--- src/rtl/conv_seq_ctrl.sv ---
// Convolution tile sequencer: per kernel position it loads weights and activations into L0,
// runs the PE array, drains psums to pmem, then accumulates every output pixel across kij.
module conv_seq_ctrl #(
    parameter int          col      = 8,
    parameter int          row      = 8,
    parameter int          len_nij  = 36,
    parameter int          len_onij = 16,
    parameter int          len_kij  = 9,
    parameter logic [10:0] wt_base  = 11'h400
) (
    input  logic        clk,
    input  logic        reset,
    input  logic        start,
    input  logic        ofifo_valid,
    output logic [34:0] inst,
    output logic        busy,
    output logic [3:0]  kij,
    output logic        out_valid,
    output logic        done
);

    typedef enum logic [3:0] {
        S_IDLE = 4'd0, S_WL0 = 4'd1, S_KLD = 4'd2, S_GAP = 4'd3, S_AL0 = 4'd4,
        S_EXE  = 4'd5, S_DRN = 4'd6, S_ACC = 4'd7, S_DONE = 4'd8
    } state_t;

    localparam logic [15:0] COL_W     = 16'(col);
    localparam logic [15:0] NIJ_W     = 16'(len_nij);
    localparam logic [15:0] WL0_LAST  = 16'(col + 1);
    localparam logic [15:0] KLD_LAST  = 16'(col + row - 1);
    localparam logic [15:0] GAP_LAST  = 16'd10;
    localparam logic [15:0] AL0_LAST  = 16'(len_nij + 1);
    localparam logic [15:0] EXE_LAST  = 16'(row + col + len_nij - 1);
    localparam logic [15:0] ACC_LAST  = 16'(len_kij);
    localparam logic [15:0] DONE_LAST = 16'd3;
    localparam logic [10:0] WT_HOLD   = 11'(col - 1);
    localparam logic [10:0] ONIJ      = 11'(len_onij);
    localparam logic [10:0] ONIJ_LAST = 11'(len_onij - 1);
    localparam logic [3:0]  KIJ_LAST  = 4'(len_kij - 1);
    localparam logic [34:0] IDLE_INST = {2'b00, 2'b11, 11'd0, 2'b11, 11'd0, 7'd0};

    state_t      state_r, state_s;
    logic [15:0] cnt_r, cnt_s;
    logic [10:0] n_r, n_s;
    logic [3:0]  kij_r, kij_s;
    logic [34:0] inst_r, inst_s;
    logic        busy_r, done_r;
    logic [2:0]  ov_pipe_r;
    logic        ov_tap_s, done_tap_s;
    logic        bypass_s, acc_s, cen_p_s, wen_p_s, cen_x_s, wen_x_s;
    logic        ofifo_rd_s, l0_rd_s, l0_wr_s, exe_s, load_s;
    logic [10:0] a_p_s, a_x_s;

    // Next-state, counter updates and instruction decode for the current state.
    always_comb begin
        state_s    = state_r;
        cnt_s      = cnt_r + 16'd1;
        n_s        = n_r;
        kij_s      = kij_r;
        bypass_s   = 1'b0;
        acc_s      = 1'b0;
        cen_p_s    = 1'b1;
        wen_p_s    = 1'b1;
        a_p_s      = 11'd0;
        cen_x_s    = 1'b1;
        wen_x_s    = 1'b1;
        a_x_s      = 11'd0;
        ofifo_rd_s = 1'b0;
        l0_rd_s    = 1'b0;
        l0_wr_s    = 1'b0;
        exe_s      = 1'b0;
        load_s     = 1'b0;
        ov_tap_s   = 1'b0;
        done_tap_s = 1'b0;
        case (state_r)
            S_IDLE: begin
                cnt_s = 16'd0;
                if (start) begin
                    state_s = S_WL0;
                    kij_s   = 4'd0;
                    n_s     = 11'd0;
                end else begin
                    state_s = S_IDLE;
                end
            end
            S_WL0: begin
                // The last weight address is held one extra cycle while L0 captures it.
                if (cnt_r < COL_W) begin
                    cen_x_s = 1'b0;
                    a_x_s   = wt_base + cnt_r[10:0];
                end else if (cnt_r == COL_W) begin
                    cen_x_s = 1'b0;
                    a_x_s   = wt_base + WT_HOLD;
                end else begin
                    cen_x_s = 1'b1;
                end
                l0_wr_s = (cnt_r != 16'd0) && (cnt_r <= COL_W);
                if (cnt_r == WL0_LAST) begin
                    state_s = S_KLD;
                    cnt_s   = 16'd0;
                end else begin
                    state_s = S_WL0;
                end
            end
            S_KLD: begin
                load_s  = 1'b1;
                l0_rd_s = 1'b1;
                if (cnt_r == KLD_LAST) begin
                    state_s = S_GAP;
                    cnt_s   = 16'd0;
                end else begin
                    state_s = S_KLD;
                end
            end
            S_GAP: begin
                if (cnt_r == GAP_LAST) begin
                    state_s = S_AL0;
                    cnt_s   = 16'd0;
                end else begin
                    state_s = S_GAP;
                end
            end
            S_AL0: begin
                if (cnt_r < NIJ_W) begin
                    cen_x_s = 1'b0;
                    a_x_s   = cnt_r[10:0];
                end else begin
                    cen_x_s = 1'b1;
                end
                l0_wr_s = (cnt_r != 16'd0) && (cnt_r <= NIJ_W);
                if (cnt_r == AL0_LAST) begin
                    state_s = S_EXE;
                    cnt_s   = 16'd0;
                end else begin
                    state_s = S_AL0;
                end
            end
            S_EXE: begin
                exe_s   = 1'b1;
                l0_rd_s = 1'b1;
                if (cnt_r == EXE_LAST) begin
                    state_s = S_DRN;
                    cnt_s   = 16'd0;
                    n_s     = 11'd0;
                end else begin
                    state_s = S_EXE;
                end
            end
            S_DRN: begin
                // Drain waits on ofifo_valid indefinitely; the cycle after the last write is bypass-free.
                if (n_r == ONIJ) begin
                    cnt_s = 16'd0;
                    if (kij_r < KIJ_LAST) begin
                        state_s = S_WL0;
                        kij_s   = kij_r + 4'd1;
                    end else begin
                        state_s = S_ACC;
                        n_s     = 11'd0;
                    end
                end else begin
                    bypass_s = 1'b1;
                    if (ofifo_valid) begin
                        ofifo_rd_s = 1'b1;
                        cen_p_s    = 1'b0;
                        wen_p_s    = 1'b0;
                        a_p_s      = 11'(kij_r) * ONIJ + n_r;
                        n_s        = n_r + 11'd1;
                    end else begin
                        ofifo_rd_s = 1'b0;
                    end
                end
            end
            S_ACC: begin
                // n_r is the output pixel, cnt_r the step; the final step only closes the sum.
                if (cnt_r < ACC_LAST) begin
                    cen_p_s = 1'b0;
                    a_p_s   = cnt_r[10:0] * ONIJ + n_r;
                end else begin
                    cen_p_s = 1'b1;
                end
                acc_s = (cnt_r != 16'd0);
                if (cnt_r == ACC_LAST) begin
                    ov_tap_s = 1'b1;
                    cnt_s    = 16'd0;
                    if (n_r == ONIJ_LAST) begin
                        state_s = S_DONE;
                        n_s     = 11'd0;
                    end else begin
                        n_s = n_r + 11'd1;
                    end
                end else begin
                    state_s = S_ACC;
                end
            end
            S_DONE: begin
                // Hold in DONE so the last out_valid leaves the pipeline before done.
                done_tap_s = (cnt_r == 16'd2);
                if (cnt_r == DONE_LAST) begin
                    state_s = S_IDLE;
                    cnt_s   = 16'd0;
                end else begin
                    state_s = S_DONE;
                end
            end
            default: begin
                state_s = S_IDLE;
                cnt_s   = 16'd0;
            end
        endcase
        inst_s = {bypass_s, acc_s, cen_p_s, wen_p_s, a_p_s, cen_x_s, wen_x_s, a_x_s,
                  ofifo_rd_s, 1'b0, 1'b0, l0_rd_s, l0_wr_s, exe_s, load_s};
    end

    // State, counters and registered outputs.
    always_ff @(posedge clk or negedge reset) begin
        if (!reset) begin
            state_r   <= S_IDLE;
            cnt_r     <= 16'd0;
            n_r       <= 11'd0;
            kij_r     <= 4'd0;
            inst_r    <= IDLE_INST;
            busy_r    <= 1'b0;
            done_r    <= 1'b0;
            ov_pipe_r <= 3'd0;
        end else begin
            state_r   <= state_s;
            cnt_r     <= cnt_s;
            n_r       <= n_s;
            kij_r     <= kij_s;
            inst_r    <= inst_s;
            busy_r    <= (state_s != S_IDLE);
            done_r    <= done_tap_s;
            ov_pipe_r <= {ov_pipe_r[1:0], ov_tap_s};
        end
    end

    assign inst      = inst_r;
    assign busy      = busy_r;
    assign kij       = kij_r;
    assign out_valid = ov_pipe_r[2];
    assign done      = done_r;

endmodule

--- config.mk ---
export PLATFORM = sky130hd
export DESIGN_NAME = conv_seq_ctrl
export DESIGN_NICKNAME = d
export VERILOG_FILES = /design/src/rtl/conv_seq_ctrl.sv
export SDC_FILE = /design/constraint.sdc
export NUM_CORES = 1
export LEC_CHECK = 0
export ABC_AREA = 0
export CORE_ASPECT_RATIO = 2
export CORE_MARGIN = 5
export CORE_UTILIZATION = 56
export CTS_CLUSTER_DIAMETER = 120
export DETAILED_ROUTE_END_ITERATION = 10
export PLACE_DENSITY_LB_ADDON = 0.2
export SYNTH_ARGS = -nofsm -noshare
export SYNTH_HDL_FRONTEND = slang
export SYNTH_SLANG_ARGS = --single-unit
--- constraint.sdc ---
create_clock -name clk -period 3.3 [get_ports clk]
set_clock_uncertainty 0.05 [all_clocks]
set_input_delay 0.33 -clock clk [delete_from_list [all_inputs] [get_ports clk]]
set_output_delay 0.33 -clock clk [all_outputs]
set_load 0.01 [all_outputs]
==> out/metrics.csv, run 1 <==
stage,metric,value,unit
clock_tree,CTS Sinks,72,
clock_tree,Num CTS Buffers,9,
setup_path,CP endpoint kind,register,
floorplan,DIE WIDTH,68.03,um
setup_path,Crit Path Class,register to register,
setup_path,R2R cell count,6,
grt,initial antenna violation count,0,
placed_design,Port Buffers,42,
synthesis,#FFs+latches synth,72,
clock_tree,Max Root-Sink Buffers,2,
drt,WL/cell,17.21,um
setup_path,crit path max-delay cell type,or4_4,
setup_path,CP peak stage delay,0.55,ns
setup_path,RR Startpoint,cnt_r[12]$_DFF_PN0_,
finish,# diodes,0,
floorplan,core footprint,6621,sq um
setup_path,CP max FO,7,
synthesis,Avg Inst Size Synth,9.872,sq um
floorplan,die area,8575,sq um
pwr,Leakage Power,2.062,nW
finish,Final #Nets,453,
drt,router iterations before antenna repair,5,
clock_tree,H-tree lvl count,3,
pwr,Design Power,1.887,mW
synthesis,Post-synth EDFFs,0,
synthesis,"top cells by area, synth","dfrtp_1, ha_1, nor2_1",
sta,fin crit share,0.8954,
clock_tree,CTS tree,yes,
setup_path,CP Cell Sequence,"nor4_4, and3_1, a31oi_1, a211o_1, or4_4, or4_1",
setup_path,crit start category,register,
synthesis,Synth Cell Area,3771,sq um
drt,DRT iter0 DRCs,245,
setup_path,worst path buffer plus inverter count,0,
pwr,Pwr Density,410.8,nW/um^2
setup_path,CP arrival,3.10,ns
grt,largest net degree at the start of global routing,73,
grt,total track usage,0.2288,
synthesis,most frequent cell after synthesis,dfrtp_1,
grt,vias in the first global route,3020,
synthesis,yosys warns,0,
setup_path,critical path depth,6,
sta,"Slew Viols, Final",0,
floorplan,# rows,42,
clock_tree,Post-CTS Resized,0,
sta,Final Setup Violations,0,
clock_tree,Setup Buffers After CTS,0,
placed_design,half-perimeter wire length after placement,6618,um
sta,Slew HR,0.4311,
finish,FF+latch area,1805,sq um
synthesis,ys async rst share,1.000,
finish,multi-input logic area,1843,sq um
drt,vias per cell,5.704,
grt,first-pass GRT wire length,14520,um
drt,# DRC,0,
sta,RSZ-0062 raised after global routing,false,
clock_tree,clock root cell,clkbuf_16,
synthesis,most used flip-flop cell after synthesis,dfrtp_1,
status,run status,"finished, final reports clean",
setup_path,r2r endpoint,busy$_DFF_PN0_,
clock_tree,# hold bufs at CTS,0,
sta,achievable frequency,0.3384,GHz
grt,GRT overflow,0,
clock_tree,clock insertion delay at the later pin of the skew report,0.33,ns
sta,actual slew at the worst max-slew pin,0.8534,ns
synthesis,biggest area consumer among synthesized cells,dfrtp_1,
synthesis,share of the synthesized area in the top cell type,0.4579,
synthesis,sequential area share after synthesis,0.4788,
placed_design,gp weighted congestion,0.9050,
synthesis,Unique masters post-synth,54,
floorplan,count of boundary I/O pins,46,
setup_path,setup slack on the worst flop-to-flop path,0.35,ns
sta,hold slack final,0.1547,ns
sta,Final Hold Vio Count,0,
floorplan,die height,126.1,um
flow_run,Max Cap Viol,0,
drt,post-route ant nets,0,
synthesis,"top cells by count, synth","dfrtp_1, nor2_1, nand2_1",
synthesis,cells after synthesis,382,
sta,min Tclk post-route,2.955,ns
drt,Routed WL,9003,um
finish,synthesis-to-finish area growth,21.83,%
finish,layout cells sized above 1,0.08736,
setup_path,CP required,3.45,ns
drt,Vias,2983,
floorplan,Starting Density,0.5695,
setup_path,"CP delay by family, top",simple AND/OR/NAND/NOR gates,
sta,setup TNS,0,ns
pwr,Max VDD drop,0.3319,mV
finish,filler instances,519,
clock_tree,clk slew on worst S/H paths,0.05,ns
hold_path,class of the most critical hold timing path,input pin to asynchronous set/reset pin,
-- area by class of cell --
class                           count  area share
Timing Repair Buffer               50      0.1035
Tap cell                           88     0.02397
Inverter                           14     0.01144
Clock inverter                      5     0.01198
Sequential cell                    72      0.3930
Clock buffer                       11     0.05501
Multi-Input combinational cell    283      0.4011
-- placed cells by master, fill, tap and decap left out, drive strengths merged, types with 9 or more instances in the layout --
cell / synthesis / routed
a21oi: 12 / 12
xor2: 13 / 13
xnor2: 13 / 13
nand3: 20 / 20
buf: 7 / 9
nor2b: 9 / 9
ha: 17 / 17
dfrtp: 69 / 69
inv: 14 / 14
o21ai: 29 / 29
nand2: 24 / 24
nor2: 45 / 45
clkbuf: 11 / 11
clkdlybuf4s50: 0 / 41
-- registers in the layout (all words and copies together), names as in the netlist --
name       count
busy           1
state_r        4
kij            4
cnt_r         16
done           1
ov_pipe_r      3
inst          32
n_r           11
-- worst max path at each step --
stage,slack [ns],from,end
finish,0.35,cnt_r[12]$_DFF_PN0_,busy$_DFF_PN0_
CTS,0.34,cnt_r[1]$_DFF_PN0_,busy$_DFF_PN0_
global placement,0.45,cnt_r[1]$_DFF_PN0_,busy$_DFF_PN0_
floorplan,0.58,cnt_r[1]$_DFF_PN0_,busy$_DFF_PN0_
global route,0.16,n_r[0]$_DFFE_PN0P_,busy$_DFF_PN0_
detailed placement,0.36,cnt_r[1]$_DFF_PN0_,busy$_DFF_PN0_
-- metal layers --
layer | track usage | routed length (um)
met2 | 0.3942 | 5053
met4 | 0.1501 | 373
met5 | 0 | 0
met1 | 0.2406 | 3221
met3 | 0.04278 | 355
-- per-stage QoR --
step / worst slack [ns] / area, sq um / utilization / cells
CTS: 0.3408 / 4594 / 0.6939 / 523
finish: 0.3453 / 4594 / 0.6939 / 523
floorplan: 0.5838 / 3790 / - / 387
detailed placement: 0.3648 / 4287 / 0.6474 / 507
global placement: 0.4490 / 4287 / 0.6474 / 507
global route: 0.1645 / 4594 / 0.6939 / 523
-- where the power goes --
group	total, mW	internal [mW]	switching, mW
sequential	0.887	0.886	0.000595
combinational	0.0287	0.00778	0.0210
clock	0.972	0.622	0.349
total	1.89	1.52	0.371
-- logic make-up (layout without fill, tap and decap cells) --
logic type	Yosys count	count (layout)	synth area share
xor gates and xnor gates	26	26	0.06039
DFF	72	72	0.4788
buffers and inverters	32	80	0.03749
AOI/OAI and AO/OA	75	75	0.1211
adders and majority gates	19	19	0.06702
and+or+nand+nor	155	155	0.2306
muxes	1	1	0.002654
other	2	7	0.001991
Note: power is estimated with default switching activity, not from simulation.
==> run 2, diff against run 1 <==
- SETUP_SLACK_MARGIN: default -> 0.4
==> run 2 against run 1 <==
Die area did not move. Combinational power barely moved. Final cell count rose by 0.96%. Final area rose by 1.8%. Clock-buffer cell count did not move. Via count rose by 0.74%. Non-clock buffer count rose by 5. Sequential power barely moved. Global-route usage did not move. Critical endpoint unchanged. Largest power group unchanged.
==> out/metrics.csv, run 2 (synthesis gave the netlist of run 1 again) <==
stage,metric,value,unit
status,run status,"finished, final reports clean",
finish,"Non-Filler Cell Area, Final",4676,sq um
drt,WL/cell,17.14,um
floorplan,die area,8575,sq um
clock_tree,clock root cell,clkbuf_16,
setup_path,CP Cell Sequence,"or4_4, nor4b_4, o211ai_1, or4_1, or4_1",
finish,synthesis-to-finish area growth,23.99,%
floorplan,# rows,42,
sta,achievable frequency,0.3586,GHz
sta,Worst Slack Setup Final,0.5117,ns
grt,vias in the first global route,3020,
setup_path,Crit Path Class,register to register,
setup_path,crit path max-delay cell type,or4_4,
setup_path,setup slack on the worst flop-to-flop path,0.51,ns
grt,GRT overflow,0,
placed_design,gp weighted congestion,0.9050,
clock_tree,Max Root-Sink Buffers,2,
drt,router iterations before antenna repair,4,
placed_design,Port Buffers,42,
floorplan,count of boundary I/O pins,46,
setup_path,crit path launch,n_r[6]$_DFFE_PN0P_,
drt,post-route ant nets,0,
drt,vias per cell,5.691,
sta,hold slack final,0.1522,ns
sta,min Tclk post-route,2.788,ns
pwr,Leakage Power,2.086,nW
setup_path,CP peak stage delay,0.60,ns
grt,total track usage,0.2288,
drt,Vias,3005,
drt,# DRC,0,
finish,layout cells sized above 1,0.1159,
hold_path,class of the most critical hold timing path,input pin to asynchronous set/reset pin,
sta,actual slew at the worst max-slew pin,0.8483,ns
setup_path,R2R cell count,5,
pwr,Pwr Density,404.4,nW/um^2
grt,first-pass GRT wire length,14520,um
sta,RSZ-0062 raised after global routing,false,
setup_path,r2r endpoint,busy$_DFF_PN0_,
clock_tree,clk slew on worst S/H paths,0.06,ns
clock_tree,clock insertion delay at the later pin of the skew report,0.33,ns
finish,Final #Nets,458,
clock_tree,CTS Sinks,72,
grt,largest net degree at the start of global routing,73,
sta,"Slew Viols, Final",0,
drt,DRT iter0 DRCs,243,
setup_path,CP arrival,2.94,ns
finish,# diodes,0,
pwr,Max VDD drop,0.3332,mV
floorplan,DIE WIDTH,68.03,um
finish,most frequent cells in the layout,"dfrtp_1, nor2_1, clkdlybuf4s50_1",
placed_design,half-perimeter wire length after placement,6618,um
sta,Slew HR,0.4345,
setup_path,CP endpoint kind,register,
clock_tree,H-tree lvl count,3,
sta,setup TNS,0,ns
setup_path,CP required,3.45,ns
floorplan,core footprint,6621,sq um
sta,fin crit share,0.8449,
setup_path,crit start category,register,
grt,initial antenna violation count,0,
setup_path,RR Startpoint,n_r[6]$_DFFE_PN0P_,
finish,post-layout util,0.7062,
clock_tree,Num CTS Buffers,9,
setup_path,CP most frequent cell,or4_1,
finish,Largest register FFs,32,
floorplan,Starting Density,0.5695,
clock_tree,CTS tree,yes,
drt,Routed WL,9049,um
setup_path,"CP delay by family, top",simple AND/OR/NAND/NOR gates,
finish,"most common cell after layout, fill and taps aside",dfrtp_1,
sta,Final Setup Violations,0,
flow_run,Max Cap Viol,0,
placed_design,pre-CTS WS,0.3648,ns
sta,Final Hold Vio Count,0,
placed_design,Area after DPL,4287,sq um
setup_path,worst path buffer plus inverter count,0,
setup_path,CP max FO,8,
floorplan,die height,126.1,um
run 2: cell count changes in the layout (fill, tap and decap cells not counted), sizes merged:
cell / previous run / this run
buf: 9 / 14
run 2: what timing repair did:
action,in CTS,in global routing
resized for setup,2,10
setup buffers,0,5
pin swaps,0,8
hold buffers,0,0
endpoints found under the setup margin,1,1
run 2: per-stage QoR:
stage | total power, mW | std cells
floorplan | 0.9088 | 387
global placement | 0.9315 | 507
detailed placement | 0.9322 | 507
CTS | 1.910 | 523
global route | 1.953 | 528
finish | 1.891 | 528
run 2: how the worst max path moves through the flow:
stage | end | slack, ns | cells past startpoint
2_1_floorplan | busy$_DFF_PN0_ | 0.58 | 8
3_3_place_gp | busy$_DFF_PN0_ | 0.45 | 8
3_5_place_dp | busy$_DFF_PN0_ | 0.36 | 8
4_1_cts | busy$_DFF_PN0_ | 0.40 | 8
5_1_grt | busy$_DFF_PN0_ | 0.42 | 5
6_report | busy$_DFF_PN0_ | 0.51 | 5
run 2: layout make-up:
| class | count | area [sq um] |
|---|---|---|
| Sequential cell | 72 | 1808 |
| Clock inverter | 5 | 55.05 |
| Tap cell | 88 | 110.1 |
| Inverter | 14 | 55.05 |
| Multi-Input combinational cell | 283 | 1882 |
| Fill cell | 517 | 1946 |
| Clock buffer | 11 | 252.7 |
| Timing Repair Buffer | 55 | 513.0 |
run 2: where the power goes:
group / leakage [nW] / internal, mW / switching [mW]
Clock: 0.148 / 0.623 / 0.353
Sequential: 0.933 / 0.886 / 0.000594
Combinational: 1.00 / 0.00778 / 0.0209
run 2: metal layers:
layer,part of all wire,track usage,vias to the layer above
met5,0,0,-
met4,0.051,0.1501,0
met3,0.038,0.04278,34
met2,0.55,0.3942,96
met1,0.36,0.2406,1430
li1,-,-,1445
